$ cat config.mk
export PLATFORM = sky130hd
export DESIGN_NAME = ov7670_capture
export DESIGN_NICKNAME = d
export VERILOG_FILES = /design/src/rtl/ov7670_capture_pkg.sv /design/src/rtl/ov7670_edge_det.sv /design/src/rtl/ov7670_capture.sv
export SDC_FILE = /design/constraint.sdc
export NUM_CORES = 1
export LEC_CHECK = 0
export BUFFER_PORTS_ARGS = -buffer_cell sky130_fd_sc_hd__buf_2
export CORE_AREA = 5 5 108 110
export CTS_CLUSTER_DIAMETER = 60
export DETAILED_ROUTE_END_ITERATION = 8
export DIE_AREA = 0 0 113 115
export PLACE_DENSITY = 0.75
export SLEW_MARGIN = 0
export SYNTH_ARGS = -nofsm -noshare
export SYNTH_HDL_FRONTEND = slang
export SYNTH_SLANG_ARGS = --single-unit
$ cat constraint.sdc
create_clock -name pclk -period 2 [get_ports pclk]
set_input_delay 0.4 -clock pclk [delete_from_list [all_inputs] [get_ports pclk]]
set_output_delay 0.4 -clock pclk [all_outputs]
set_load 0.02 [all_outputs]
$ cat src/rtl/ov7670_capture_pkg.sv
// Shared camera definitions for the OV7670 capture path: FSM state encoding,
// default frame geometry and RGB565 field positions.
package ov7670_capture_pkg;

  typedef enum logic [1:0] {
    ST_IDLE    = 2'd0,
    ST_SYNC    = 2'd1,
    ST_SKIP    = 2'd2,
    ST_CAPTURE = 2'd3
  } state_t;

  localparam int DEF_H_ACTIVE = 640;
  localparam int DEF_V_ACTIVE = 480;

  localparam int RGB_R_MSB = 15;
  localparam int RGB_R_LSB = 11;
  localparam int RGB_G_MSB = 10;
  localparam int RGB_G_LSB = 5;
  localparam int RGB_B_MSB = 4;
  localparam int RGB_B_LSB = 0;

endpackage

$ cat src/rtl/ov7670_edge_det.sv
// Registers one camera sync line and flags its rising/falling edges,
// comparing the registered copy against its previous-cycle value.
module ov7670_edge_det (
  input  logic clk,
  input  logic rst_n,
  input  logic sig,
  output logic q,
  output logic rise,
  output logic fall
);

  logic q_d;

  always_ff @(posedge clk or negedge rst_n) begin
    if (!rst_n) begin
      q   <= 1'b0;
      q_d <= 1'b0;
    end else begin
      q   <= sig;
      q_d <= q;
    end
  end

  assign rise = q & ~q_d;
  assign fall = ~q & q_d;

endmodule

$ cat src/rtl/ov7670_capture.sv
// OV7670 byte-stream to RGB565 pixel capture with linear write addressing.
// Optional 2x2 decimation when CAPTURE_DECIMATE_EN is defined.
module ov7670_capture
  import ov7670_capture_pkg::*;
#(
  parameter int H_ACTIVE    = DEF_H_ACTIVE,
  parameter int V_ACTIVE    = DEF_V_ACTIVE,
  parameter int ADDR_W      = 19,
  parameter int SKIP_FRAMES = 2
) (
  input  logic              pclk,
  input  logic              rst_n,
  input  logic              cfg_done,
  input  logic              vsync,
  input  logic              href,
  input  logic [7:0]        d,
  output logic              wr_en,
  output logic [ADDR_W-1:0] wr_addr,
  output logic [15:0]       wr_data,
  output logic              frame_done,
  output logic              frame_err,
  output logic              capturing
);

`ifdef CAPTURE_DECIMATE_EN
  localparam int OUT_PIX = (H_ACTIVE / 2) * (V_ACTIVE / 2);
`else
  localparam int OUT_PIX = H_ACTIVE * V_ACTIVE;
`endif
  localparam logic [ADDR_W-1:0] ADDR_MAX = ADDR_W'(OUT_PIX - 1);

  logic vs_q, vs_rise, vs_fall;
  logic hr_q, hr_rise, hr_fall;
  logic [7:0] d_q, hi_q;
  state_t state, state_nxt;
  logic [7:0] skip_cnt;
  logic phase, hi_phase, keep, addr_full, err_acc;
  logic [15:0] col_cnt, line_cnt;
  logic [ADDR_W-1:0] addr_cnt;

  ov7670_edge_det u_vs (.clk(pclk), .rst_n(rst_n), .sig(vsync), .q(vs_q), .rise(vs_rise), .fall(vs_fall));
  ov7670_edge_det u_hr (.clk(pclk), .rst_n(rst_n), .sig(href),  .q(hr_q), .rise(hr_rise), .fall(hr_fall));

  always_ff @(posedge pclk or negedge rst_n) begin
    if (!rst_n) d_q <= 8'd0;
    else        d_q <= d;
  end

  always_ff @(posedge pclk or negedge rst_n) begin
    if (!rst_n) state <= ST_IDLE;
    else        state <= state_nxt;
  end

  always_comb begin
    state_nxt = state;
    if (!cfg_done) begin
      state_nxt = ST_IDLE;
    end else begin
      case (state)
        ST_IDLE:    state_nxt = ST_SYNC;
        ST_SYNC:    if (vs_rise) state_nxt = (SKIP_FRAMES == 0) ? ST_CAPTURE : ST_SKIP;
        ST_SKIP:    if (vs_rise && skip_cnt == 8'(SKIP_FRAMES - 1)) state_nxt = ST_CAPTURE;
        ST_CAPTURE: state_nxt = ST_CAPTURE;
        default:    state_nxt = ST_IDLE;
      endcase
    end
  end

  assign capturing = (state == ST_CAPTURE);

  // A fresh HREF rise always realigns to the high byte.
  assign hi_phase = ~phase | hr_rise;

`ifdef CAPTURE_DECIMATE_EN
  assign keep = ~col_cnt[0] & ~line_cnt[0];
`else
  assign keep = 1'b1;
`endif

  always_ff @(posedge pclk or negedge rst_n) begin
    if (!rst_n) begin
      skip_cnt   <= 8'd0;
      phase      <= 1'b0;
      hi_q       <= 8'd0;
      col_cnt    <= 16'd0;
      line_cnt   <= 16'd0;
      addr_cnt   <= '0;
      addr_full  <= 1'b0;
      err_acc    <= 1'b0;
      wr_en      <= 1'b0;
      wr_addr    <= '0;
      wr_data    <= 16'd0;
      frame_done <= 1'b0;
      frame_err  <= 1'b0;
    end else begin
      wr_en      <= 1'b0;
      frame_done <= 1'b0;

      if (state == ST_SKIP) begin
        if (vs_rise) skip_cnt <= skip_cnt + 8'd1;
      end else begin
        skip_cnt <= 8'd0;
      end

      if (state != ST_CAPTURE || !cfg_done || vs_fall) begin
        phase     <= 1'b0;
        col_cnt   <= 16'd0;
        line_cnt  <= 16'd0;
        addr_cnt  <= '0;
        addr_full <= 1'b0;
        err_acc   <= 1'b0;
      end else if (vs_rise) begin
        frame_done <= 1'b1;
        frame_err  <= err_acc | (line_cnt != 16'(V_ACTIVE));
      end else if (hr_q) begin
        if (hi_phase) begin
          hi_q  <= d_q;
          phase <= 1'b1;
        end else begin
          phase   <= 1'b0;
          col_cnt <= col_cnt + 16'd1;
          if (line_cnt >= 16'(V_ACTIVE)) begin
            err_acc <= 1'b1;
          end else if (keep) begin
            if (addr_full) begin
              err_acc <= 1'b1;
            end else begin
              wr_en   <= 1'b1;
              wr_addr <= addr_cnt;
              wr_data <= {hi_q, d_q};
              if (addr_cnt == ADDR_MAX) addr_full <= 1'b1;
              else                      addr_cnt  <= addr_cnt + 1'b1;
            end
          end
        end
      end else if (hr_fall) begin
        // A dangling high byte means the line was not a whole number of pixels.
        phase    <= 1'b0;
        col_cnt  <= 16'd0;
        line_cnt <= line_cnt + 16'd1;
        if (col_cnt != 16'(H_ACTIVE) || phase) err_acc <= 1'b1;
      end
    end
  end

endmodule

* Word level (Yosys, flattened, before mapping)
Cells that the tools add are included.
** Word-level totals
- Register bits :: 122
- Latch bits :: 0
- RAM bits :: 0
- Bits in read-only memories :: 0
- Input bits :: 13
- Output and inout port bits :: 39
- Logic and storage cells :: 129
- Memories :: 0
** Cells by class
- Add/subtract/negate cells :: 4
- $mul :: 0
- Div/mod/pow operators :: 0
- Order comparisons :: 1
- Eq/ne operators :: 19
- Shift operators :: 0
- Mux-type cells :: 50
- Bitwise operators :: 16
- Reduce and logical (&&, ||, !) cells :: 20
** Operator list (number)
- $mux W16 :: 9
- $mux W19 :: 7
- $add A16 B1 Y16 const B :: 2
- $mux W1 :: 28
- $add A19 B1 Y19 const B :: 1
- $eq A19 B19 Y1 const B :: 1
- $ge A16 B9 Y1 const B :: 1
- $mux W8 :: 2
- $ne A16 B10 Y1 const B :: 1
- $ne A16 B9 Y1 const B :: 1
- $reduce_and A6 Y1 :: 2
- $ne A2 B2 Y1 const B :: 5
- $not A1 Y1 :: 10
- $ne A3 B3 Y1 const B :: 3
- $add A8 B1 Y8 const B :: 1
- $eq A8 B1 Y1 const B :: 1
- $pmux W2 S4 :: 1
- $reduce_and A4 Y1 :: 2
- $mux W2 :: 3
- $ne A2 B1 Y1 const B :: 3
- $reduce_and A2 Y1 :: 3
- $reduce_and A3 Y1 :: 2
- $reduce_bool A3 Y1 :: 2
- $reduce_and A5 Y1 :: 1
- 10 further kinds :: 18

* Logic depth before layout (Yosys ltp)
- Depth in word-level cells :: 8
- Gate-level depth with buffers :: 8
- Depth with buffers taken out :: 7

* By module
Synthesis repeated with hierarchy kept, for this count alone.
** Unflattened totals
- Cell total of the unflattened synthesis :: 480
- Area, all modules :: 5408.9 sq um
** By module, submodules not included
- ov7670_capture :: instances 1, cells each 472, area each 5278.8 sq um, sequential area each 2952.8 sq um
- ov7670_edge_det :: instances 2, cells each 4, area each 65.1 sq um, sequential area each 50.0 sq um

* Worst setup path before layout
No wires, ideal clock.
- Path type :: register to register
- Start point :: register addr_cnt[0]
- End point :: register addr_cnt[1]
- Library setup time :: 0.132 ns
- Arrival :: 1.919 ns
- Required time :: 1.868 ns
- Slack :: -0.051 ns
- Cell stages (with the launch flop) :: 9
- Buffers on the path :: 2
- Period minus slack after synthesis :: 2.051 ns
- Path through :: dfrtp_1 ha_1 nand3_1 nor4_1 a211o_2 buf_6 buf_2 mux2i_1 nor2_1
** Between the ends
- Cells in the longest elaborated chain, start to end :: 8
- Elaborated cells between the ends (all ways) :: 11
- Those cells by class :: add/sub (1); eq/ne (2); mux (7); reduce/logical (1)
** RTL lines
- start, declared :: RTL line ov7670_capture.sv:39 : logic [ADDR_W-1:0] addr_cnt;
- start signal, assigned :: RTL line ov7670_capture.sv:132 : else addr_cnt <= addr_cnt + 1'b1;
- $add A19 B1 Y19 :: RTL line ov7670_capture.sv:132
- $mux W19 :: RTL line ov7670_capture.sv:131 : if (addr_cnt == ADDR_MAX) addr_full <= 1'b1;
- $mux W19 :: RTL line ov7670_capture.sv:125 : if (addr_full) begin
- $mux W19 :: RTL line ov7670_capture.sv:122 : if (line_cnt >= 16'(V_ACTIVE)) begin
- $mux W19 :: RTL line ov7670_capture.sv:116 : if (hi_phase) begin
- $mux W19 :: RTL line ov7670_capture.sv:115 : end else if (hr_q) begin
- $mux W19 :: RTL line ov7670_capture.sv:112 : end else if (vs_rise) begin
- $mux W19 :: RTL line ov7670_capture.sv:105 : if (state != ST_CAPTURE || !cfg_done || vs_fall) begin
Parallel ways exist; a longest one is shown, timed or not. The select of a mux whose other input is x is not followed.
A chain may end at the register's enable or synchronous reset.

* Worst setup path after layout
- Start point :: register line_cnt[11]
- End point :: register addr_cnt[10]
** Between the ends
- Cells in the longest elaborated chain, start to end :: 3
** RTL lines
- start, declared :: RTL line ov7670_capture.sv:38 : logic [15:0] col_cnt, line_cnt;
- start signal, assigned :: RTL line ov7670_capture.sv:140 : line_cnt <= line_cnt + 16'd1;
- $ge A16 B9 Y1 :: RTL line ov7670_capture.sv:122
- $ne A2 B2 Y1 (no line)
- $reduce_and A6 Y1 (no line)
No other way between the ends.

==> reports/qor.txt <==
Chip width: 113 um
Reg2reg end: addr_cnt[10]
Fmax: 474 MHz
Synth top area cells: dfrtp_1 56%, mux2_2 8.6%, nor2_1 2.8%
Synthesized area: 0.00549 mm^2
Row cnt: 38
Final antenna diode count: 0
Port Buffer Count: 51
Ys async rst share: 100%
FILL cells: 727
Critical Path RT: 2440 ps
DR vias: 4409
Final Hold Viols: 0
Leakage power: 3.33 nW
Failing checks: negative setup slack
CTS tree: done
Vias per inst: 5.76
Initial antenna violation count: 0
Core Area: 0.0106 mm^2
Area occupied by registers: 0.00305 mm^2
Area growth syn-to-layout: 35.0%
Post-Layout Cell Count: 765
Sequential share of the synthesized area: 55.6%
Post-route ant nets: 0
Max-slew violations: 0
Final #Nets: 632
Max-Slew Margin vs Limit: 65.0%
Die ar.: 0.0130 mm^2
Endpoints failing setup: 24
Post-synthesis average cell area: 11.4 um^2
Maximum buffer depth of the clock tree: 2
Cell taking the most area after synthesis: dfrtp_1
RSZ-0062 raised after global routing: true
Clock tree sinks: 122
Type of origin of the critical path: register
Top FF cell, synth: dfrtp_1
Minimum clock period: 2110 ps
I/O pin count: 52
Count leader, synth: dfrtp_1
Clock Skew: 14.2 ps
Clk Tree Root Cell: clkbuf_8
Crit. End Element: register
Max Cap Viol: 0
Overall routed net length: 14300 um
Yosys reg bits: 122
Yosys top cell area share: 55.6%
Setup_tns: -705 ps
Tot GR Track Use: 20.1%
Largest net degree at the start of global routing: 80
Pre-antenna DRT Iters: 4
Setup crit end: addr_cnt[10]
R2R Path Start: line_cnt[11]
DPL Wire Length: 8090 um
Area used by multi-input combinational logic: 0.00256 mm^2
Gpl congestion: 0.881
H-tree depth: 4
Critical setup path kind: reg -> reg
Worst-path fanout max: 8
Post-synthesis net count: 500
Num CTS Buffers: 17
First-pass GRT wire length: 20900 um
Netlist cell types: 52
R2R Setup Slk: -110 ps
Gr ovfl total: 0
Latest clock arrival within the worst-skew pair: 530 ps
Min-delay src: cfg_done
Worst-Margin Slew: 521 ps
WP data arrival: 2550 ps
Top cells by count, synth: 122 x dfrtp_1, 42 x mux2_2, 41 x nor2_1
P per Cell Area: 766 mW/mm^2
Period utilisation layout: 106%
VDD IR max: 0.743 mV
Worst r2r path cells: 6
Setup WS post-layout: -111 ps
Reg clk slew, reported paths: 60 ps
Die Y: 115 um
WL/cell: 18.7 um
Synth Warn #: 0
1st-iter DRT viols: 246
Number of synthesized flops with an enable pin: 0
Layout cells sized above 1: 36.6%
Placed Cells: 714
Residual DRC count: 0
Post-Syn Instances: 480
Final Util: 69.9%
Worst min-delay path category: in -> reg
Number of global-route vias before repair: 4297
Starting density of the core: 51.8%
Beginning of the critical path: line_cnt[11]
Status: finished, violations left
[power breakdown]
group          internal [mW]  switching (mW)  total (mW)
registers               2.51          0.0352        2.55
clock network           1.83            1.11        2.94
logic                 0.0817           0.109       0.191
total                   4.43            1.25        5.68
[routing by layer]
metal / GRT usage (%) / vias to the layer above / routed length [um]
met4: 8.41 / 0 / 389
met5: 0 / - / 0
met2: 31.8 / 137 / 7230
met3: 5.63 / 37 / 756
li1: - / 2010 / -
met1: 26.3 / 2225 / 5920
[sequential cells by signal, indices dropped and copies added, names as in the netlist]
| name | flops |
|---|---|
| line_cnt | 16 |
| frame_err | 1 |
| addr_cnt | 19 |
| skip_cnt | 8 |
| addr_full | 1 |
| u_hr.q | 1 |
| phase | 1 |
| hi_q | 8 |
| frame_done | 1 |
| u_vs.q_d | 1 |
| wr_data | 16 |
| state | 2 |
| wr_addr | 19 |
| u_hr.q_d | 1 |
| d_q | 8 |
| wr_en | 1 |
| err_acc | 1 |
| u_vs.q | 1 |
| col_cnt | 16 |
[worst max-delay path: stages, from the launching register on]
cell     delay [ps]
dfrtp_1         400
nor4_4          310
nand4_2         200
a211o_4         410
buf_4           160
or3_1           360
a21oi_1         160
[what timing repair did]
| item | CTS | global route |
|---|---|---|
| pin swaps | 2 | 19 |
| hold buffers | 11 | 0 |
| setup endpoints to repair | 26 | 56 |
| hold endpoints to repair | 27 | 0 |
| setup buffers | 0 | 4 |
| gates resized for setup | 10 | 63 |
| cloned | 0 | 5 |
[metrics by stage]
step | area [um^2] | total power, mW | hold WS (ps) | setup WS, ps
2_1_floorplan | 5500 | 2.65 | 104 | 2.00
3_3_place_gp | 6310 | 2.74 | 297 | -11.4
3_5_place_dp | 6310 | 2.75 | 300 | -80.6
4_1_cts | 7040 | 5.69 | 118 | -23.4
5_1_grt | 7410 | 5.87 | 135 | -234
6_report | 7410 | 5.68 | 122 | -111
[placed cells by master, fill, tap and decap left out, types with 14 or more instances in the layout]
cell       instances
a21oi_1           15
buf_2             50
buf_4             57
clkbuf_16         19
dfrtp_1          122
inv_1             14
mux2_4            35
nand2_1           25
nand3_1           14
nand4_1           20
nor2_1            41
o21ai_0           17
xnor2_1           15
xor2_1            14
[cell families (layout without fill, tap and decap cells)]
kind of cell	Yosys count	after routing	synth area share, %
compound gates	62	63	7.16
xor+xnor	29	29	4.63
fa+ha+maj	7	7	1.60
buf+inv	32	176	2.73
flops	122	122	55.6
mux	46	46	9.37
simple gates	182	182	18.9
[layout make-up]
cell class                 count  area share, %
timing repair buffer         130           13.4
clock buffer                  21           6.06
tap                          140           2.36
clock inverter                11           1.64
inverter                      14          0.709
multi-input combinational    327           34.6
sequential                   122           41.2
[worst min-delay path by stage]
stage / endpoint / cells after the start
global placement: state[0] / 1
floorplan: addr_cnt[0] / 0
finish: state[1] / 2
detailed placement: state[1] / 1
CTS: state[1] / 2
global route: state[0] / 2
(Power assumes the default switching activity.)
